## src/rtl/button_shaper_pkg.sv

```systemverilog
// Shared definitions for the button shaper array.
//   state_t / ST_*  : per-channel FSM state encoding
//   cnt_width()     : width of a saturating counter that must hold max_count
package button_shaper_pkg;

    typedef logic [2:0] state_t;

    localparam state_t ST_IDLE       = 3'd0;
    localparam state_t ST_DB_PRESS   = 3'd1;
    localparam state_t ST_PULSE      = 3'd2;
    localparam state_t ST_HELD       = 3'd3;
    localparam state_t ST_DB_RELEASE = 3'd4;

    function automatic int cnt_width(input int max_count);
        return $clog2(max_count) + 1;
    endfunction

endpackage

```

## src/rtl/button_shaper_channel.sv

```systemverilog
// One button channel: 2-flop synchronizer, debounce FSM, press pulse and
// optional auto-repeat (macro BUTTON_SHAPER_REPEAT_EN).
// Ports:
//   Clock, Reset  rising-edge clock, synchronous active-low reset
//   button        raw active-low button (asynchronous)
//   enable        0 forces the FSM idle; synchronizer keeps sampling
//   b_out         registered single-cycle press (and repeat) pulse
//   held          registered level, 1 while the press is accepted
module button_shaper_channel
    import button_shaper_pkg::*;
#(
    parameter int DEBOUNCE_CYCLES = 16,
    parameter int REPEAT_DELAY    = 500,
    parameter int REPEAT_PERIOD   = 100
) (
    input  logic Clock,
    input  logic Reset,
    input  logic button,
    input  logic enable,
    output logic b_out,
    output logic held
);

    localparam int              CW     = cnt_width(DEBOUNCE_CYCLES);
    localparam logic [CW-1:0]   DB_MAX = CW'(DEBOUNCE_CYCLES);

    if (DEBOUNCE_CYCLES < 2 || DEBOUNCE_CYCLES > 65535) begin : g_bad_debounce
        $error("button_shaper_channel: DEBOUNCE_CYCLES out of range");
    end

    logic          sync1, sync2;
    state_t        state;
    logic [CW-1:0] cnt;

`ifdef BUTTON_SHAPER_REPEAT_EN
    localparam int            RMAX    = (REPEAT_DELAY > REPEAT_PERIOD) ? REPEAT_DELAY : REPEAT_PERIOD;
    localparam int            RW      = cnt_width(RMAX);
    localparam logic [RW-1:0] RPT_MAX = RW'(RMAX);

    if (REPEAT_DELAY < 2 || REPEAT_PERIOD < 1) begin : g_bad_repeat
        $error("button_shaper_channel: repeat timing out of range");
    end

    // rcnt counts cycles since the last pulse; the first interval uses the
    // delay, later ones the period. Fires when rcnt reaches interval-1
    // because the PULSE->HELD edge already counts as cycle 1.
    logic [RW-1:0] rcnt, rlim;
    logic          rpt_first;
    assign rlim = rpt_first ? RW'(REPEAT_DELAY - 1) : RW'(REPEAT_PERIOD - 1);
`else
    // Repeat timing has no effect in this build; only reject nonsense values.
    if (REPEAT_DELAY < 0 || REPEAT_PERIOD < 0) begin : g_bad_repeat
        $error("button_shaper_channel: negative repeat timing");
    end
`endif

    always_ff @(posedge Clock) begin
        if (!Reset) begin
            sync1 <= 1'b1;
            sync2 <= 1'b1;
            state <= ST_IDLE;
            cnt   <= '0;
            b_out <= 1'b0;
            held  <= 1'b0;
`ifdef BUTTON_SHAPER_REPEAT_EN
            rcnt      <= '0;
            rpt_first <= 1'b1;
`endif
        end else begin
            sync1 <= button;
            sync2 <= sync1;
            b_out <= 1'b0;
            if (!enable) begin
                state <= ST_IDLE;
                cnt   <= '0;
                held  <= 1'b0;
`ifdef BUTTON_SHAPER_REPEAT_EN
                rcnt      <= '0;
                rpt_first <= 1'b1;
`endif
            end else begin
                case (state)
                    ST_IDLE: begin
                        if (!sync2) begin
                            state <= ST_DB_PRESS;
                            cnt   <= CW'(1);
                        end
                    end
                    ST_DB_PRESS: begin
                        if (sync2) begin
                            state <= ST_IDLE;
                            cnt   <= '0;
                        end else if (cnt == DB_MAX) begin
                            // Pulse and held are registered on the same edge
                            // the FSM enters PULSE.
                            state <= ST_PULSE;
                            cnt   <= '0;
                            b_out <= 1'b1;
                            held  <= 1'b1;
                        end else begin
                            cnt <= cnt + CW'(1);
                        end
                    end
                    ST_PULSE: begin
                        state <= ST_HELD;
`ifdef BUTTON_SHAPER_REPEAT_EN
                        rcnt      <= RW'(1);
                        rpt_first <= 1'b1;
`endif
                    end
                    ST_HELD: begin
                        if (sync2) begin
                            state <= ST_DB_RELEASE;
                            cnt   <= CW'(1);
                        end
`ifdef BUTTON_SHAPER_REPEAT_EN
                        else if (rcnt == rlim) begin
                            b_out     <= 1'b1;
                            rcnt      <= '0;
                            rpt_first <= 1'b0;
                        end else if (rcnt != RPT_MAX) begin
                            rcnt <= rcnt + RW'(1);
                        end
`endif
                    end
                    ST_DB_RELEASE: begin
                        // Repeat counter is left untouched here so it resumes
                        // on a bounce back to HELD.
                        if (!sync2) begin
                            state <= ST_HELD;
                            cnt   <= '0;
                        end else if (cnt == DB_MAX) begin
                            state <= ST_IDLE;
                            cnt   <= '0;
                            held  <= 1'b0;
                        end else begin
                            cnt <= cnt + CW'(1);
                        end
                    end
                    default: begin
                        state <= ST_IDLE;
                        cnt   <= '0;
                        held  <= 1'b0;
                    end
                endcase
            end
        end
    end

endmodule

```

## src/rtl/button_shaper_array.sv

```systemverilog
// Array of independent debounced button channels.
// Optional auto-repeat: define BUTTON_SHAPER_REPEAT_EN.
// Ports:
//   Clock, Reset  rising-edge clock, synchronous active-low reset
//   Button        raw active-low buttons, one per channel
//   Enable        0 forces every channel idle
//   B_Out         registered one-cycle press pulses
//   Held          registered accepted-press levels
//   Any_Press     OR of B_Out
module button_shaper_array #(
    parameter int NUM_CH          = 4,
    parameter int DEBOUNCE_CYCLES = 16,
    parameter int REPEAT_DELAY    = 500,
    parameter int REPEAT_PERIOD   = 100
) (
    input  logic              Clock,
    input  logic              Reset,
    input  logic [NUM_CH-1:0] Button,
    input  logic              Enable,
    output logic [NUM_CH-1:0] B_Out,
    output logic [NUM_CH-1:0] Held,
    output logic              Any_Press
);

    for (genvar i = 0; i < NUM_CH; i++) begin : g_ch
        button_shaper_channel #(
            .DEBOUNCE_CYCLES(DEBOUNCE_CYCLES),
            .REPEAT_DELAY   (REPEAT_DELAY),
            .REPEAT_PERIOD  (REPEAT_PERIOD)
        ) u_ch (
            .Clock (Clock),
            .Reset (Reset),
            .button(Button[i]),
            .enable(Enable),
            .b_out (B_Out[i]),
            .held  (Held[i])
        );
    end

    assign Any_Press = |B_Out;

endmodule
```

## config.mk

```make
export PLATFORM = sky130hd
export DESIGN_NAME = button_shaper_array
export DESIGN_NICKNAME = d
export VERILOG_FILES = /design/src/rtl/button_shaper_pkg.sv /design/src/rtl/button_shaper_channel.sv /design/src/rtl/button_shaper_array.sv
export SDC_FILE = /design/constraint.sdc
export NUM_CORES = 1
export LEC_CHECK = 0
export BUFFER_PORTS_ARGS = -buffer_cell sky130_fd_sc_hd__buf_2
export CORE_MARGIN = 2
export CORE_UTILIZATION = 60
export CTS_CLUSTER_SIZE = 14
export DETAILED_ROUTE_END_ITERATION = 10
export HOLD_SLACK_MARGIN = 0.15
export PLACE_DENSITY = 0.79
export SLEW_MARGIN = 10
export SYNTH_ARGS = -nofsm -noshare
export SYNTH_HDL_FRONTEND = slang
export SYNTH_SLANG_ARGS = --single-unit
```

## constraint.sdc

```tcl
create_clock -name Clock -period 2 [get_ports Clock]
set_input_delay 0.1 -clock Clock [delete_from_list [all_inputs] [get_ports Clock]]
set_output_delay 0.1 -clock Clock [all_outputs]
set_load 0.05 [all_outputs]
```

* Word level (Yosys, flattened, before mapping)
Cells that the tools add are included.
** Word-level totals
- Input bits :: 7
- Register bits after elaboration :: 48
** Operators by class
- Muxes and demuxes :: 76
- Bitwise logic cells :: 14
- Equality and inequality tests :: 52
- Reduce and logical (&&, ||, !) cells :: 26
- $add $sub $neg :: 4
** Operator list (number)
- 2-to-1 mux 5 bit :: 20
- one-hot mux 5 bit (5 select lines) :: 4
- 2-to-1 mux 3 bit :: 24
- one-hot mux 3 bit (5 select lines) :: 4
- inequality test 2 x 1 -> 1 bit, second input constant :: 16
- == test 3 x 2 -> 1 bit, second input constant :: 8
- adder 5 x 1 -> 5 bit, second input constant :: 4
- == test 5 bit, second input constant :: 4
- 2-to-1 mux 1 bit :: 20
- AND reduction 5 bit :: 4
- OR reduction 4 bit :: 5
- inequality test 2 bit, second input constant :: 8
- AND reduction 4 bit :: 4
- inverter 1 bit :: 14
- == test 3 x 1 -> 1 bit, second input constant :: 4
- == test 3 bit, second input constant :: 4
- zero test 3 bit :: 4
- inequality test 3 x 1 -> 1 bit, second input constant :: 4
- inequality test 3 bit, second input constant :: 4
- one-hot mux 1 bit (3 select lines) :: 4
- AND reduction 3 bit :: 4
- OR reduction 3 bit :: 4
- AND reduction 2 bit :: 1

* Logic depth before layout (Yosys ltp)
- Word-level depth :: 4
- Depth in mapped cells :: 7

* Modules after synthesis
A second synthesis with hierarchy kept.
** Second synthesis, totals
- Cells, all modules :: 330
- Area total of the unflattened synthesis :: 2637.5 µm²
** Modules (own cells, without submodules)
- button_shaper_channel at g_ch[1].u_ch ... :: area an instance 645.6 µm², sequential area each 240.2 µm², instances 3, cells an instance 81
- button_shaper_channel at g_ch[0].u_ch :: area an instance 693.2 µm², sequential area each 240.2 µm², instances 1, cells an instance 86
- button_shaper_array :: area an instance 7.5 µm², sequential area each 0.0 µm², instances 1, cells an instance 1

* Least setup slack after synthesis
OpenSTA, ideal clock, no wires.
- Path kind :: reg2reg
- From :: register g_ch[3].u_ch.cnt[0]
- To :: register g_ch[3].u_ch.cnt[0]
- Path slack :: 0.399 ns
- Data required time :: 1.907 ns
- Period minus slack after synthesis :: 1.601 ns
- Arrival :: 1.509 ns
- Stages on the path, launching flop included :: 7
- Buffers on the path :: 1
- Cell sequence :: dfxtp_1 > inv_1 > ha_1 > nor4bb_1 > clkbuf_1 > or4b_1 > o32ai_1
** On the way
- Longest elaborated chain between the ends :: 4
- Elaborated cells on any way between the ends :: 6
- Classes of those cells :: add/sub (1); eq/ne (1); mux (4)
** RTL lines
- from (decl) :: RTL line button_shaper_channel.sv:33 : logic [CW-1:0] cnt;
- from (signal assigned) :: RTL line button_shaper_channel.sv:101 : cnt <= cnt + CW'(1);
- from (signal assigned) :: RTL line button_shaper_channel.sv:137 : cnt <= cnt + CW'(1);
- adder 5 x 1 -> 5 bit or == test 5 bit (tied branches)
- 2-to-1 mux 5 bit (*) :: RTL line button_shaper_channel.sv:93, button_shaper_channel.sv:132
- 2-to-1 mux 5 bit, on equally long branches :: RTL line button_shaper_channel.sv:129, button_shaper_channel.sv:90
- one-hot mux 5 bit (5 select lines) (*) :: RTL line button_shaper_channel.sv:82 : case (state)
Mark *: on every way between the ends. The rest lies on a longest branch, timed or not.
A chain may end at the register's enable or synchronous reset.

* Worst setup path after layout
- From :: register g_ch[3].u_ch.cnt[0]
- To :: register g_ch[3].u_ch.cnt[2]
The elaborated chain is that of the path after synthesis.

==> results <==
- The run finished with clean final reports.
- At the end of the flow, the number of nets in the layout was approximately 350.
- The routed layout has between 2000 and 2500 vias.
- The wire-length estimate of the detail-placed layout is about 3400 um.
- 16 I/O pins were placed.
- The number of remaining DRC errors is 0.
- The final critical delay including setup and external delays is 1.77 ns.
- The growth of design area from synthesis to finish is 8.30%.
- The critical path launch point type is a register.
- The post-layout utilization of the core is 0.669.
- The area fraction of the dominant cell type after synthesis is 0.362.
- The floorplan has 24 rows.
- The count of yosys warnings during synthesis is 0.
- For the pin with the worst max-slew slack, the measured transition is ~0.5 ns.
- The worst register-to-register path begins at g_ch[3].u_ch.cnt[0].
- The tightest min-delay check is of the input pin to register type.
- The number of hold-slack violations in the final timing report came to 0.
- The critical path capture point type is a register.
- Counting flops with a built-in enable in the synthesized netlist gives 0.
- The detail-routed via count per cell is approximately 5.8.
- The initial antenna violation count came to 0.
- The arrival time of data at the critical path endpoint is between 2 and 2.5 ns.
- The synthesized area divided by synthesized cell count is 8.17 um2.
- Fill cells in the final layout number between 300 and 400.
- The average detailed-routed wire length per instance is approximately 13 um.
- VDD sags by at most roughly 670 uV.
- The die is 70.5 um tall.
- Clock tree synthesis inserted a total of 5 buffers.
- The clock passes through at most 2 buffers.
- The cell with the most instances after synthesis is sky130_fd_sc_hd__dfxtp_1.
- The count of nets left with antenna violations once routing finished came out at 0.
- Of the cells placed in the final design, the portion with a size suffix greater than 1 is 0.111.
- The final clock period utilization by the worst path is 0.883.
- The number of global-route vias before repair is 1961.
- Counting instances in the post-synthesis netlist gives the leading cell types as sky130_fd_sc_hd__dfxtp_1 (48), sky130_fd_sc_hd__nor2_1 (29), sky130_fd_sc_hd__nand2_1 (28).
- Summing every instance area after synthesis gives ~2700 um2.
- The die outline area is approximately 5000 um2.
- Among all flip-flop cells after synthesis, the most frequent one is sky130_fd_sc_hd__dfxtp_1.
- After technology mapping, the gate count stands at approximately 330.
- The worst path required time is around 2.2 ns.
- For this block, the initial DRC count from the detailed router was between 100 and 150.
- The total count of max-transition violations in the final report came to 0.
- The power per cell area is between 500 and 600 nW/um2.
- The cell count after placement is 370.
- The largest clock skew in the final design is between 0.008 and 0.009 ns.
- The post-route setup TNS is 0 ns.
- TritonCTS built the clock tree.
- Max-cap violations in this run came to 0.
- The initial utilization of the core area, before any placement, comes to 0.618.
- Yosys attributes the largest share of cell area to sky130_fd_sc_hd__dfxtp_1 (36%), sky130_fd_sc_hd__a21oi_1 (4.5%), sky130_fd_sc_hd__nor2_1 (4.1%).
- The count of H-tree levels built during CTS is 2.
- The highest attainable clock frequency is ~570 MHz.
- Of all cell types, the one taking the most synthesized area is sky130_fd_sc_hd__dfxtp_1.
- The completed layout was analyzed and its total power is 1.64 mW.
- Setup repair after global routing left no endpoint under its margin.
- The core box area is around 4300 um2.
- The classification of the worst setup path is register to register.
- The synthesized netlist net count is between 300 and 400.
- The combined flip-flop and latch cell area is roughly 960 um2.
- In this run the most critical hold path is launched from Enable.
- The first global-routing pass estimated around 8700 um of wire.
- In this run the tightest slew margin relative to its limit is 0.668.
- The pin count of the biggest net entering global routing is 21.
- The number of inserted diodes is 0.
- The synthesis-stage register bit count is between 40 and 50.
- The count of different cell masters after synthesis is 58.
- The count of buffers from port buffering is 15.
- The post-synthesis sequential area ratio is 0.362.
- The clock latency on the worst-skew pair is roughly 0.30 ns.
- The worst-path maximum fanout is 8.
- The cell at the root of the clock tree is sky130_fd_sc_hd__clkbuf_8.
- Setup violations remaining at the end of the flow were counted as 0.
- Counting every sink on the clock net gives 48.
- The leakage dissipation is around 1.1 nW.
- The die width is around 70 um.
- The number of standard cells in the layout, taps in and fillers out is 386.
- Summing all non-filler instances in the final layout gives an area of between 2000 and 3000 um2.
- The first-pass iteration count of the detailed router is 4.
- The source of the critical timing path is g_ch[3].u_ch.cnt[0].
- For this run, asynchronously set or reset flops after synthesis account for 0.
- The routed design has between 5000 and 6000 um of wire.
- The global route total overflow is 0.
- The area of placed instances is between 2000 and 3000 um2.
- In the global route stage, overall resource usage came out at 0.214.
- After clock tree synthesis, the clock-pin slew on the worst setup and hold paths is about 0.090 ns.
- The congestion estimate from routability-driven global placement came to around 0.9.
- The multi-input gate area in the final layout is around 1500 um2.
- Post-CTS timing repair inserted 0 buffers for setup.
timing repair:
action                    4_1_cts  5_1_grt
hold buffers                    9        0
gates resized for setup         0        0
hold endpoints to repair        8        0
worst max-delay path, stage by stage (launching register included):
cell                       delay (ns)
sky130_fd_sc_hd__dfxtp_1         0.41
sky130_fd_sc_hd__inv_1           0.10
sky130_fd_sc_hd__ha_1            0.19
sky130_fd_sc_hd__nor4bb_1        0.14
sky130_fd_sc_hd__buf_4           0.17
sky130_fd_sc_hd__a211oi_2        0.39
sky130_fd_sc_hd__o21ai_0         0.16
sky130_fd_sc_hd__a21oi_1         0.15
area by class of cell:
type | instances | share of cell area
Clock buffer | 6 | 0.0253
Sequential cell | 48 | 0.334
Multi-Input combinational cell | 234 | 0.521
Tap cell | 52 | 0.0226
Timing Repair Buffer | 32 | 0.0784
Clock inverter | 1 | 0.00174
Inverter | 13 | 0.0170
power by group:
| part | internal [mW] | leakage (nW) | total (mW) | switching (mW) |
|---|---|---|---|---|
| Combinational | 0.0529 | 0.636 | 0.108 | 0.0551 |
| Clock | 0.238 | 0.0410 | 0.545 | 0.307 |
| Sequential | 0.968 | 0.389 | 0.984 | 0.0161 |
| Total | 1.26 | 1.07 | 1.64 | 0.378 |
state kept, by name (all words and copies together), names as in the netlist:
| register | count |
|---|---|
| g_ch.u_ch.held | 4 |
| g_ch.u_ch.state | 12 |
| g_ch.u_ch.cnt | 20 |
| g_ch.u_ch.sync1 | 4 |
| g_ch.u_ch.b_out | 4 |
| g_ch.u_ch.sync2 | 4 |
stage by stage:
stage	setup WS (ns)	hold WS [ns]
floorplan	0.399	0.201
global placement	0.348	0.279
detailed placement	0.273	0.286
CTS	0.247	0.254
global route	0.0999	0.318
finish	0.233	0.253
per-layer routing:
metal | routed length, um | GRT usage | share of wire
met1 | 2460 | 0.287 | 0.49
met2 | 2320 | 0.347 | 0.46
met3 | 216 | 0.0491 | 0.043
met4 | 50 | 0.0577 | 0.0099
met5 | 0 | 0 | 0
final timing paths:
kind,to,depth (start not counted),slack [ns]
worst max-delay path,g_ch[3].u_ch.cnt[2],7,0.23
worst min-delay path,g_ch[1].u_ch.cnt[2],4,0.25
worst max register to register,g_ch[3].u_ch.cnt[2],7,0.23
worst min register to register,g_ch[0].u_ch.sync2,1,0.41
cell usage in the layout (no fill, tap or decap), types with 3 or more instances in the layout:
cell	Yosys	layout
sky130_fd_sc_hd__nand2_1	28	28
sky130_fd_sc_hd__ha_1	8	8
sky130_fd_sc_hd__nor4_1	4	4
sky130_fd_sc_hd__o32a_1	4	4
sky130_fd_sc_hd__nand2b_1	16	16
sky130_fd_sc_hd__or4_1	3	3
sky130_fd_sc_hd__o21bai_1	4	4
sky130_fd_sc_hd__nand3_1	13	13
sky130_fd_sc_hd__clkbuf_8	0	5
sky130_fd_sc_hd__a21oi_1	24	24
sky130_fd_sc_hd__dfxtp_1	48	48
sky130_fd_sc_hd__dlygate4sd3_1	0	9
sky130_fd_sc_hd__nor4bb_1	3	3
sky130_fd_sc_hd__buf_2	1	15
sky130_fd_sc_hd__xor2_1	4	4
sky130_fd_sc_hd__buf_4	9	8
sky130_fd_sc_hd__a211oi_1	8	8
sky130_fd_sc_hd__nor2b_1	10	10
sky130_fd_sc_hd__a31oi_1	7	7
sky130_fd_sc_hd__inv_1	13	13
sky130_fd_sc_hd__nand3b_1	9	9
sky130_fd_sc_hd__a211o_1	4	4
sky130_fd_sc_hd__nor2_1	29	29
sky130_fd_sc_hd__o21ai_0	14	14
cells by family (layout without fill, tap and decap cells):
family | count (synthesis) | after routing | synth area share
DFF | 48 | 48 | 0.362
muxes | 2 | 2 | 0.00754
xor gates and xnor gates | 5 | 5 | 0.0165
AOI/OAI and AO/OA | 85 | 85 | 0.222
buffers and inverters | 43 | 52 | 0.0740
adders and majority gates | 8 | 8 | 0.0377
and+or+nand+nor | 134 | 134 | 0.280
Power figures use the tool's default switching activity.
